[src/rtl/aer_pkg.sv]
// Shared types and constants for the AER input arbitration path.
package aer_pkg;

  localparam int unsigned M_DEFAULT   = 8;
  localparam int unsigned AW          = 2 * M_DEFAULT + 1;
  localparam int unsigned SYNC_STAGES = 2;

  typedef enum logic [1:0] {
    IDLE    = 2'd0,
    SRC_REL = 2'd1,
    OUT_ACK = 2'd2,
    OUT_REL = 2'd3
  } arb_state_t;

  function automatic int unsigned aw_of(input int unsigned m);
    return 2 * m + 1;
  endfunction

endpackage

[src/rtl/aer_rr_pick.sv]
// Combinational round-robin picker: first set request at or after ptr, wrapping.
module aer_rr_pick #(
  parameter int unsigned NSRC = 4,
  parameter int unsigned SW   = 2
) (
  input  logic [NSRC-1:0] req,
  input  logic [SW-1:0]   ptr,
  output logic            valid,
  output logic [SW-1:0]   idx
);

  logic [2*NSRC-1:0] w_dbl;
  logic [NSRC-1:0]   w_rot;

  // Rotating a doubled copy puts the ptr position at bit 0, so the
  // search becomes a plain lowest-set-bit scan.
  always_comb begin
    w_dbl = {req, req} >> ptr;
    w_rot = w_dbl[NSRC-1:0];
    valid = 1'b0;
    idx   = '0;
    for (int unsigned k = 0; k < NSRC; k++) begin
      if (!valid && w_rot[k]) begin
        valid = 1'b1;
        idx   = SW'((32'(ptr) + k) % NSRC);
      end
    end
  end

endmodule

[src/rtl/aer_in_arbiter.sv]
// Merges NSRC asynchronous 4-phase AER sources onto the core's single AER input port.
module aer_in_arbiter
  import aer_pkg::*;
#(
  parameter int unsigned NSRC = 4,
  parameter int unsigned M    = 8,
  parameter int unsigned SW   = 2
) (
  input  logic                      CLK,
  input  logic                      RSTN,
  input  logic                      ARB_EN,
  input  logic [NSRC*(2*M+1)-1:0]   SRC_ADDR,
  input  logic [NSRC-1:0]           SRC_REQ,
  output logic [NSRC-1:0]           SRC_ACK,
  output logic [2*M:0]              AERIN_ADDR,
  output logic                      AERIN_REQ,
  input  logic                      AERIN_ACK,
  output logic [SW-1:0]             GRANT_ID,
  output logic                      BUSY
);

  localparam int unsigned AWL = aw_of(M);

  logic [NSRC-1:0] r_sync [SYNC_STAGES];
  logic [NSRC-1:0] w_req_s;
  logic [AWL-1:0]  w_src_addr [NSRC];
  logic            w_valid;
  logic [SW-1:0]   w_idx;

  arb_state_t      r_state;
  logic [NSRC-1:0] r_ack;
  logic            r_req;
  logic [AWL-1:0]  r_addr;
  logic [SW-1:0]   r_gid;
  logic [SW-1:0]   r_ptr;
  logic            r_busy;

  always_ff @(posedge CLK or negedge RSTN) begin
    if (!RSTN) begin
      for (int unsigned s = 0; s < SYNC_STAGES; s++) r_sync[s] <= '0;
    end else begin
      r_sync[0] <= SRC_REQ;
      for (int unsigned s = 1; s < SYNC_STAGES; s++) r_sync[s] <= r_sync[s-1];
    end
  end

  assign w_req_s = r_sync[SYNC_STAGES-1];

  for (genvar g = 0; g < NSRC; g++) begin : g_unpack
    assign w_src_addr[g] = SRC_ADDR[g*AWL +: AWL];
  end

  aer_rr_pick #(
    .NSRC (NSRC),
    .SW   (SW)
  ) u_pick (
    .req   (w_req_s),
    .ptr   (r_ptr),
    .valid (w_valid),
    .idx   (w_idx)
  );

  always_ff @(posedge CLK or negedge RSTN) begin
    if (!RSTN) begin
      r_state <= IDLE;
      r_ack   <= '0;
      r_req   <= 1'b0;
      r_addr  <= '0;
      r_gid   <= '0;
      r_ptr   <= '0;
      r_busy  <= 1'b0;
    end else begin
      case (r_state)
        IDLE: begin
          // Source address is bundled data; this is the only cycle it is sampled.
          if (ARB_EN && w_valid) begin
            r_addr  <= w_src_addr[w_idx];
            r_gid   <= w_idx;
            r_ack   <= NSRC'(1) << w_idx;
            r_busy  <= 1'b1;
            r_state <= SRC_REL;
          end
        end
        SRC_REL: begin
          if (!w_req_s[r_gid]) begin
            r_ack   <= '0;
            r_req   <= 1'b1;
            r_state <= OUT_ACK;
          end
        end
        OUT_ACK: begin
          if (AERIN_ACK) begin
            r_req   <= 1'b0;
            r_state <= OUT_REL;
          end
        end
        OUT_REL: begin
          if (!AERIN_ACK) begin
            r_ptr   <= (r_gid == SW'(NSRC - 1)) ? '0 : SW'(r_gid + 1'b1);
            r_busy  <= 1'b0;
            r_state <= IDLE;
          end
        end
        default: begin
          r_state <= IDLE;
          r_busy  <= 1'b0;
        end
      endcase
    end
  end

  assign SRC_ACK    = r_ack;
  assign AERIN_REQ  = r_req;
  assign AERIN_ADDR = r_addr;
  assign GRANT_ID   = r_gid;
  assign BUSY       = r_busy;

endmodule

[config.mk]
export PLATFORM = sky130hd
export DESIGN_NAME = aer_in_arbiter
export DESIGN_NICKNAME = d
export VERILOG_FILES = /design/src/rtl/aer_pkg.sv /design/src/rtl/aer_rr_pick.sv /design/src/rtl/aer_in_arbiter.sv
export SDC_FILE = /design/constraint.sdc
export NUM_CORES = 1
export LEC_CHECK = 0
export ABC_AREA = 0
export CORE_MARGIN = 1
export CORE_UTILIZATION = 42
export DETAILED_ROUTE_END_ITERATION = 12
export PLACE_DENSITY = 0.81
export REMOVE_ABC_BUFFERS = 1
export SLEW_MARGIN = 40
export SYNTH_ARGS = -nofsm -noshare
export SYNTH_HDL_FRONTEND = slang
export SYNTH_SLANG_ARGS = --single-unit
[constraint.sdc]
create_clock -name CLK -period 2.65 [get_ports CLK]
set_clock_uncertainty 0.2 [all_clocks]
set_input_delay 0.795 -clock CLK [delete_from_list [all_inputs] [get_ports CLK]]
set_output_delay 0.795 -clock CLK [all_outputs]
set_load 0.02 [all_outputs]
==> run metrics, run 1 <==
post-synth top area cell=dfrtp_1; flops & latches, synth=37; critical path required time=2620 ps; P_leak=1.47 nW; achievable frequency=413 MHz; synth top area cells=dfrtp_1 (40%), o21ai_0 (8.2%), mux2i_1 (7.4%); pre-CTS setup slack=-41.1 ps; Power Density=920 nW/um^2; CP endpoint kind=flop; post-layout power=0.00326 W; ANT nets after route=0; starting density of the core=0.444; Die X-Extent=76.2 um; Final Hold Viols=0; CTS H-tree depth=2; status=finished clean; Hold Crit Class=flop to flop; Post-synth ARST share=1.00; RSZ-0062 raised after global routing=no; Mapped Area=2310 um^2; # DRC=0; Avg Cell Area, Syn=9.17 um^2; Non-Filler Instances=425; Synth Flop Type=dfrtp_1; final hold slack=153 ps; Post-synth EDFFs=0; critical path class=input pin to flop; core footprint=5200 um^2; sequential-to-total area share from yosys stat=0.401; IO Pins=101; CP Launch Point=ARB_EN; clk root buf=clkbuf_8; CTS tree=built; Die H=76.2 um; Vias/cell=5.62; startpoint class of the critical path=input pin; I/O Buffers=100; Worst VDD drop=0.506 mV; Layout area overhead=53.5%; min-delay src=r_sync[4]$_DFF_PN0_; DP HPWL=4990 um; Num CTS Buffers=5; Yosys cell types=44; Mapped Cells=252; Setup violations, final=0; vias in the first global route=2,502; final core occ=0.681; drt first pass iters=4; Rows=26; First DRT Iteration DRCs=150; clk_lat worst skew=290 ps; postcts setup bufs=0; grt ovf=0; Crit path arrival time=2390 ps; CTS clock-pin slew for the worst setup and hold paths=80 ps; proportion of layout cells with a drive suffix above 1=0.0873; Final WS setup=229 ps; share of the synthesized area in the top cell type=0.401; die area=5800 um^2; slew at the pin closest to its max-slew limit=796 ps; antenna violations before repair=0; routability cong.=0.815; Final Max Slew Viols=0; Layout Nets=435; Tcrit/Tclk final=0.913; CTS Sinks=37; n_diodes=0; hold_buf cts=0; placed insts=417; first-pass GRT wire length=11,500 um; largest fanout on the critical path=22; Syn. warnings=0; Max Cap Violations=0; Max Buffers Root-to-Sink=2; final worst path period need=2420 ps; Slew HR=0.469; WL final=6790 um; CTS resizes=0; routed len/inst=16.0 um; gr usage total=0.248; vias=2,390; RR Startpoint=w_req_s[3]$_DFF_PN0_; largest net degree at the start of global routing=27
[stage by stage]
step / cell area, um^2 / setup TNS, ps
2_1_floorplan: 2220 / -1740
5_1_grt: 3550 / 0
4_1_cts: 3550 / 0
3_5_place_dp: 3410 / -150
6_report: 3550 / 0
3_3_place_gp: 3400 / 0
[report_power, final]
part           switching, W  leakage [nW]  total (W)  internal (W)
registers          0.000163         0.415   0.000913      0.000749
logic              0.000921         0.988    0.00175      0.000828
clock network      0.000221        0.0687   0.000601      0.000379
total               0.00131          1.47    0.00326       0.00196
[cells in the final DEF, fill, tap and decap left out, types with 2 or more instances in the layout]
| master | instances |
|---|---|
| a221oi_1 | 4 |
| buf_4 | 11 |
| bufinv_16 | 2 |
| clkbuf_8 | 5 |
| clkdlybuf4s50_1 | 99 |
| dfrtp_1 | 37 |
| ha_1 | 5 |
| inv_1 | 6 |
| mux2i_1 | 17 |
| nand2_1 | 40 |
| nand2b_1 | 14 |
| nor2_1 | 7 |
| nor2b_1 | 5 |
| nor3_1 | 3 |
| o21ai_0 | 38 |
| o21ai_1 | 2 |
| o22ai_1 | 5 |
| o31a_1 | 13 |
| o31ai_1 | 14 |
[path summary, 6_finish.rpt]
check,end,slack [ps],cells after the start
worst min register to register,w_req_s[0]$_DFF_PN0_,150,0
worst min-delay path,w_req_s[0]$_DFF_PN0_,150,0
min in group asynchronous,AERIN_REQ$_DFFE_PN0P_,290,1
max in group asynchronous,AERIN_ADDR[5]$_DFFE_PN0P_,1410,2
worst max-delay path,AERIN_ADDR[16]$_DFFE_PN0P_,230,5
worst max register to register,AERIN_ADDR[11]$_DFFE_PN0P_,320,5
[worst max-delay path: stages]
cell	delay, ps
clkdlybuf4s50_1	520
o41ai_2	140
or2_2	500
a221oi_1	290
o22ai_1	120
[logic make-up after synthesis]
family / count (synthesis) / synth area share
flops: 37 / 0.401
fa+ha+maj: 5 / 0.0271
mux: 20 / 0.0948
compound gates: 92 / 0.277
simple gates: 76 / 0.154
buf+inv: 22 / 0.0466
[sequential cells by signal (all words and copies together), names as in the netlist]
name and cells:
r_ptr 2, r_sync 4, AERIN_REQ 1, GRANT_ID 2
AERIN_ADDR 17, SRC_ACK 4, w_req_s 4, BUSY 1
r_state 2
[cell type report]
type	count	area [um^2]
clock buffer	5	68.8
tap	70	87.6
clock inverter	3	68.8
fill	436	1660
multi-input combinational	193	1290
sequential	37	926
timing repair buffer	111	1080
inverter	6	22.5
[metal layers]
metal	vias to the layer above	wire length (um)	global-route usage
li1	1126	-	-
met1	1153	2850	0.296
met2	96	3410	0.450
met3	15	387	0.0383
met4	0	147	0.0885
met5	-	0	0
[cell usage after synthesis, types with 2 or more instances]
cell,count
a221oi_1,4
buf_2,5
buf_6,2
clkbuf_1,7
dfrtp_1,37
ha_1,5
inv_1,6
mux2i_1,17
nand2_1,40
nand2b_1,14
nor2_1,7
nor2b_1,5
nor3_1,4
o21ai_0,38
o21ai_1,2
o22ai_1,6
o31a_1,13
o31ai_1,14
Power figures use the tool's default switching activity.
==> inputs of run 2 (changes only) <==
--- a/config.mk
+++ b/config.mk
@@ -11,6 +11,7 @@
 export DETAILED_ROUTE_END_ITERATION = 12
 export PLACE_DENSITY = 0.81
 export REMOVE_ABC_BUFFERS = 1
+export SETUP_SLACK_MARGIN = 0.4
 export SLEW_MARGIN = 40
 export SYNTH_ARGS = -nofsm -noshare
 export SYNTH_HDL_FRONTEND = slang
==> run 2 against run 1 <==
Worst setup slack gained 260 ps. Combinational power shrank 4%. Worst hold slack is essentially flat. First-iteration DRC count shrank 4.0%. Fmax grew 12%. Non-clock buffer count is the same.
==> run metrics, run 2 (synthesized netlist as in run 1, its figures left out) <==
status=finished clean (unchanged); P_leak=1.52 nW (was 1.47 nW); first-pass GRT wire length=11,500 um (about the same); Die H=76.2 um (unchanged); CTS Sinks=37 (unchanged); fill cell count=443 (was 436); CTS tree=built (unchanged); CP cell instances=mux4_2 -> a22o_4 -> a21oi_4 -> o21ai_2 -> mux2_4 (was clkdlybuf4s50_1 -> o41ai_2 -> or2_2 -> a221oi_1 -> o22ai_1); startpoint class of the critical path=flop (was input pin); multi-input logic area=1310 um^2 (was 1290 um^2); final hold slack=153 ps (about the same); die area=5800 um^2 (unchanged); Hold Crit Class=flop to flop (unchanged); RSZ-0062 raised after global routing=no (unchanged); most frequent cells in the layout=clkdlybuf4s50_1 (73), nand2_1 (40), o21ai_0 (38), dfrtp_1 (36), dlygate4sd2_1 (20) (was clkdlybuf4s50_1 (99), nand2_1 (40), o21ai_0 (38), dfrtp_1 (37), mux2i_1 (17)); Setup violations, final=0 (unchanged); starting density of the core=0.444 (unchanged); Power Density=896 nW/um^2 (was 920 nW/um^2); Slew HR=0.593 (was 0.469); ANT nets after route=0 (unchanged); CTS H-tree depth=2 (unchanged); clk root buf=clkbuf_8 (unchanged); slew at the pin closest to its max-slew limit=608 ps (was 796 ps); largest fanout on the critical path=10 (was 22); achievable frequency=463 MHz (was 413 MHz); Tcrit/Tclk final=0.814 (was 0.913); Layout Nets=435 (unchanged); routability cong.=0.815 (unchanged); final worst path period need=2160 ps (was 2420 ps); DP HPWL=4990 um (unchanged); Rows=26 (unchanged); CTS clock-pin slew for the worst setup and hold paths=80 ps (about the same); Fin Setup TNS=0 ps (unchanged); Non-Filler Instances=425 (unchanged); Largest register FFs=17 (unchanged); vias=2,378 (was 2,390); n_diodes=0 (unchanged); vias in the first global route=2,509 (was 2,502); Crit path arrival time=2140 ps (was 2390 ps); critical path class=flop to flop (was input pin to flop); drt first pass iters=4 (unchanged); proportion of layout cells with a drive suffix above 1=0.0986 (was 0.0873); critical path required time=2640 ps (was 2620 ps); I/O Buffers=100 (unchanged); delay of the slowest critical-path stage=550 ps (was 520 ps); gr usage total=0.248 (about the same); Worst path slowest cell=mux4_2 (was clkdlybuf4s50_1); Num CTS Buffers=5 (unchanged); Max Cap Violations=0 (unchanged); core footprint=5200 um^2 (unchanged); First DRT Iteration DRCs=144 (was 150); antenna violations before repair=0 (unchanged); routed len/inst=16.1 um (was 16.0 um); Vias/cell=5.60 (was 5.62); WL final=6830 um (was 6790 um); CP endpoint kind=flop (unchanged); clk_lat worst skew=290 ps (about the same); Layout area overhead=54.1% (was 53.5%); hold_buf cts=0 (unchanged); Worst VDD drop=0.494 mV (was 0.506 mV); CTS resizes=23 (was 0); placed insts=417 (unchanged); Final Max Slew Viols=0 (unchanged); largest net degree at the start of global routing=27 (unchanged); Final Hold Viols=0 (unchanged); postcts setup bufs=0 (unchanged); leading cell type in the layout, fill and taps excluded=clkdlybuf4s50_1 (unchanged); IO Pins=101 (unchanged); Sequential Area=927 um^2 (was 926 um^2); # DRC=0 (unchanged); Die X-Extent=76.2 um (unchanged); Max Buffers Root-to-Sink=2 (unchanged); grt ovf=0 (unchanged)
## run 2: changes by cell type in the layout (fill, tap and decap cells not counted), sizes merged
cell           previous run  this run
dlymetal6s2s              0         6
clkdlybuf4s50            99        73
dlygate4sd2               0        20
## run 2: worst max-delay path: cells and delay by family (launching register included)
family	cells	cell delay, ps
muxes	2	850
DFF	1	510
AOI/OAI and AO/OA	3	490
## run 2: final timing paths
kind	start	endpoint	slack, ps	depth (start not counted)
setup / recovery	w_req_s[3]$_DFF_PN0_	r_state[1]$_DFFE_PN0P_	490	5
max in group asynchronous	RSTN	AERIN_ADDR[5]$_DFFE_PN0P_	1420	2
setup reg to reg	w_req_s[3]$_DFF_PN0_	r_state[1]$_DFFE_PN0P_	490	5
hold reg to reg	r_sync[4]$_DFF_PN0_	w_req_s[0]$_DFF_PN0_	150	0
hold / removal	r_sync[4]$_DFF_PN0_	w_req_s[0]$_DFF_PN0_	150	0
min in group asynchronous	RSTN	AERIN_REQ$_DFFE_PN0P_	300	1
## run 2: power by group
group / switching (W) / total, W / internal (W)
registers: 0.000160 / 0.000909 / 0.000749
clock network: 0.000222 / 0.000601 / 0.000379
logic: 0.000926 / 0.00168 / 0.000755
## run 2: area by class of cell
class | count | area share
multi-input combinational | 193 | 0.369
clock inverter | 3 | 0.0193
clock buffer | 5 | 0.0193
inverter | 6 | 0.00633
timing repair buffer | 111 | 0.301
tap | 70 | 0.0246
sequential | 37 | 0.260
## run 2: stage by stage
stage / total power (W) / setup slack [ps] / cell area, um^2 / utilization
after floorplan: 0.00193 / -111 / 2220 / -
after global placement: 0.00259 / 25.1 / 3400 / 0.654
after detailed placement: 0.00266 / -41.1 / 3410 / 0.655
after CTS: 0.00319 / 402 / 3540 / 0.680
after global routing: 0.00340 / 432 / 3560 / 0.684
final: 0.00319 / 492 / 3560 / 0.684
## run 2: per-layer routing
metal / track usage / part of all wire / vias up
met5: 0 / 0 / -
met4: 0.0865 / 0.019 / 0
met3: 0.0383 / 0.059 / 13
met2: 0.450 / 0.50 / 93
met1: 0.297 / 0.42 / 1140
li1: - / - / 1132
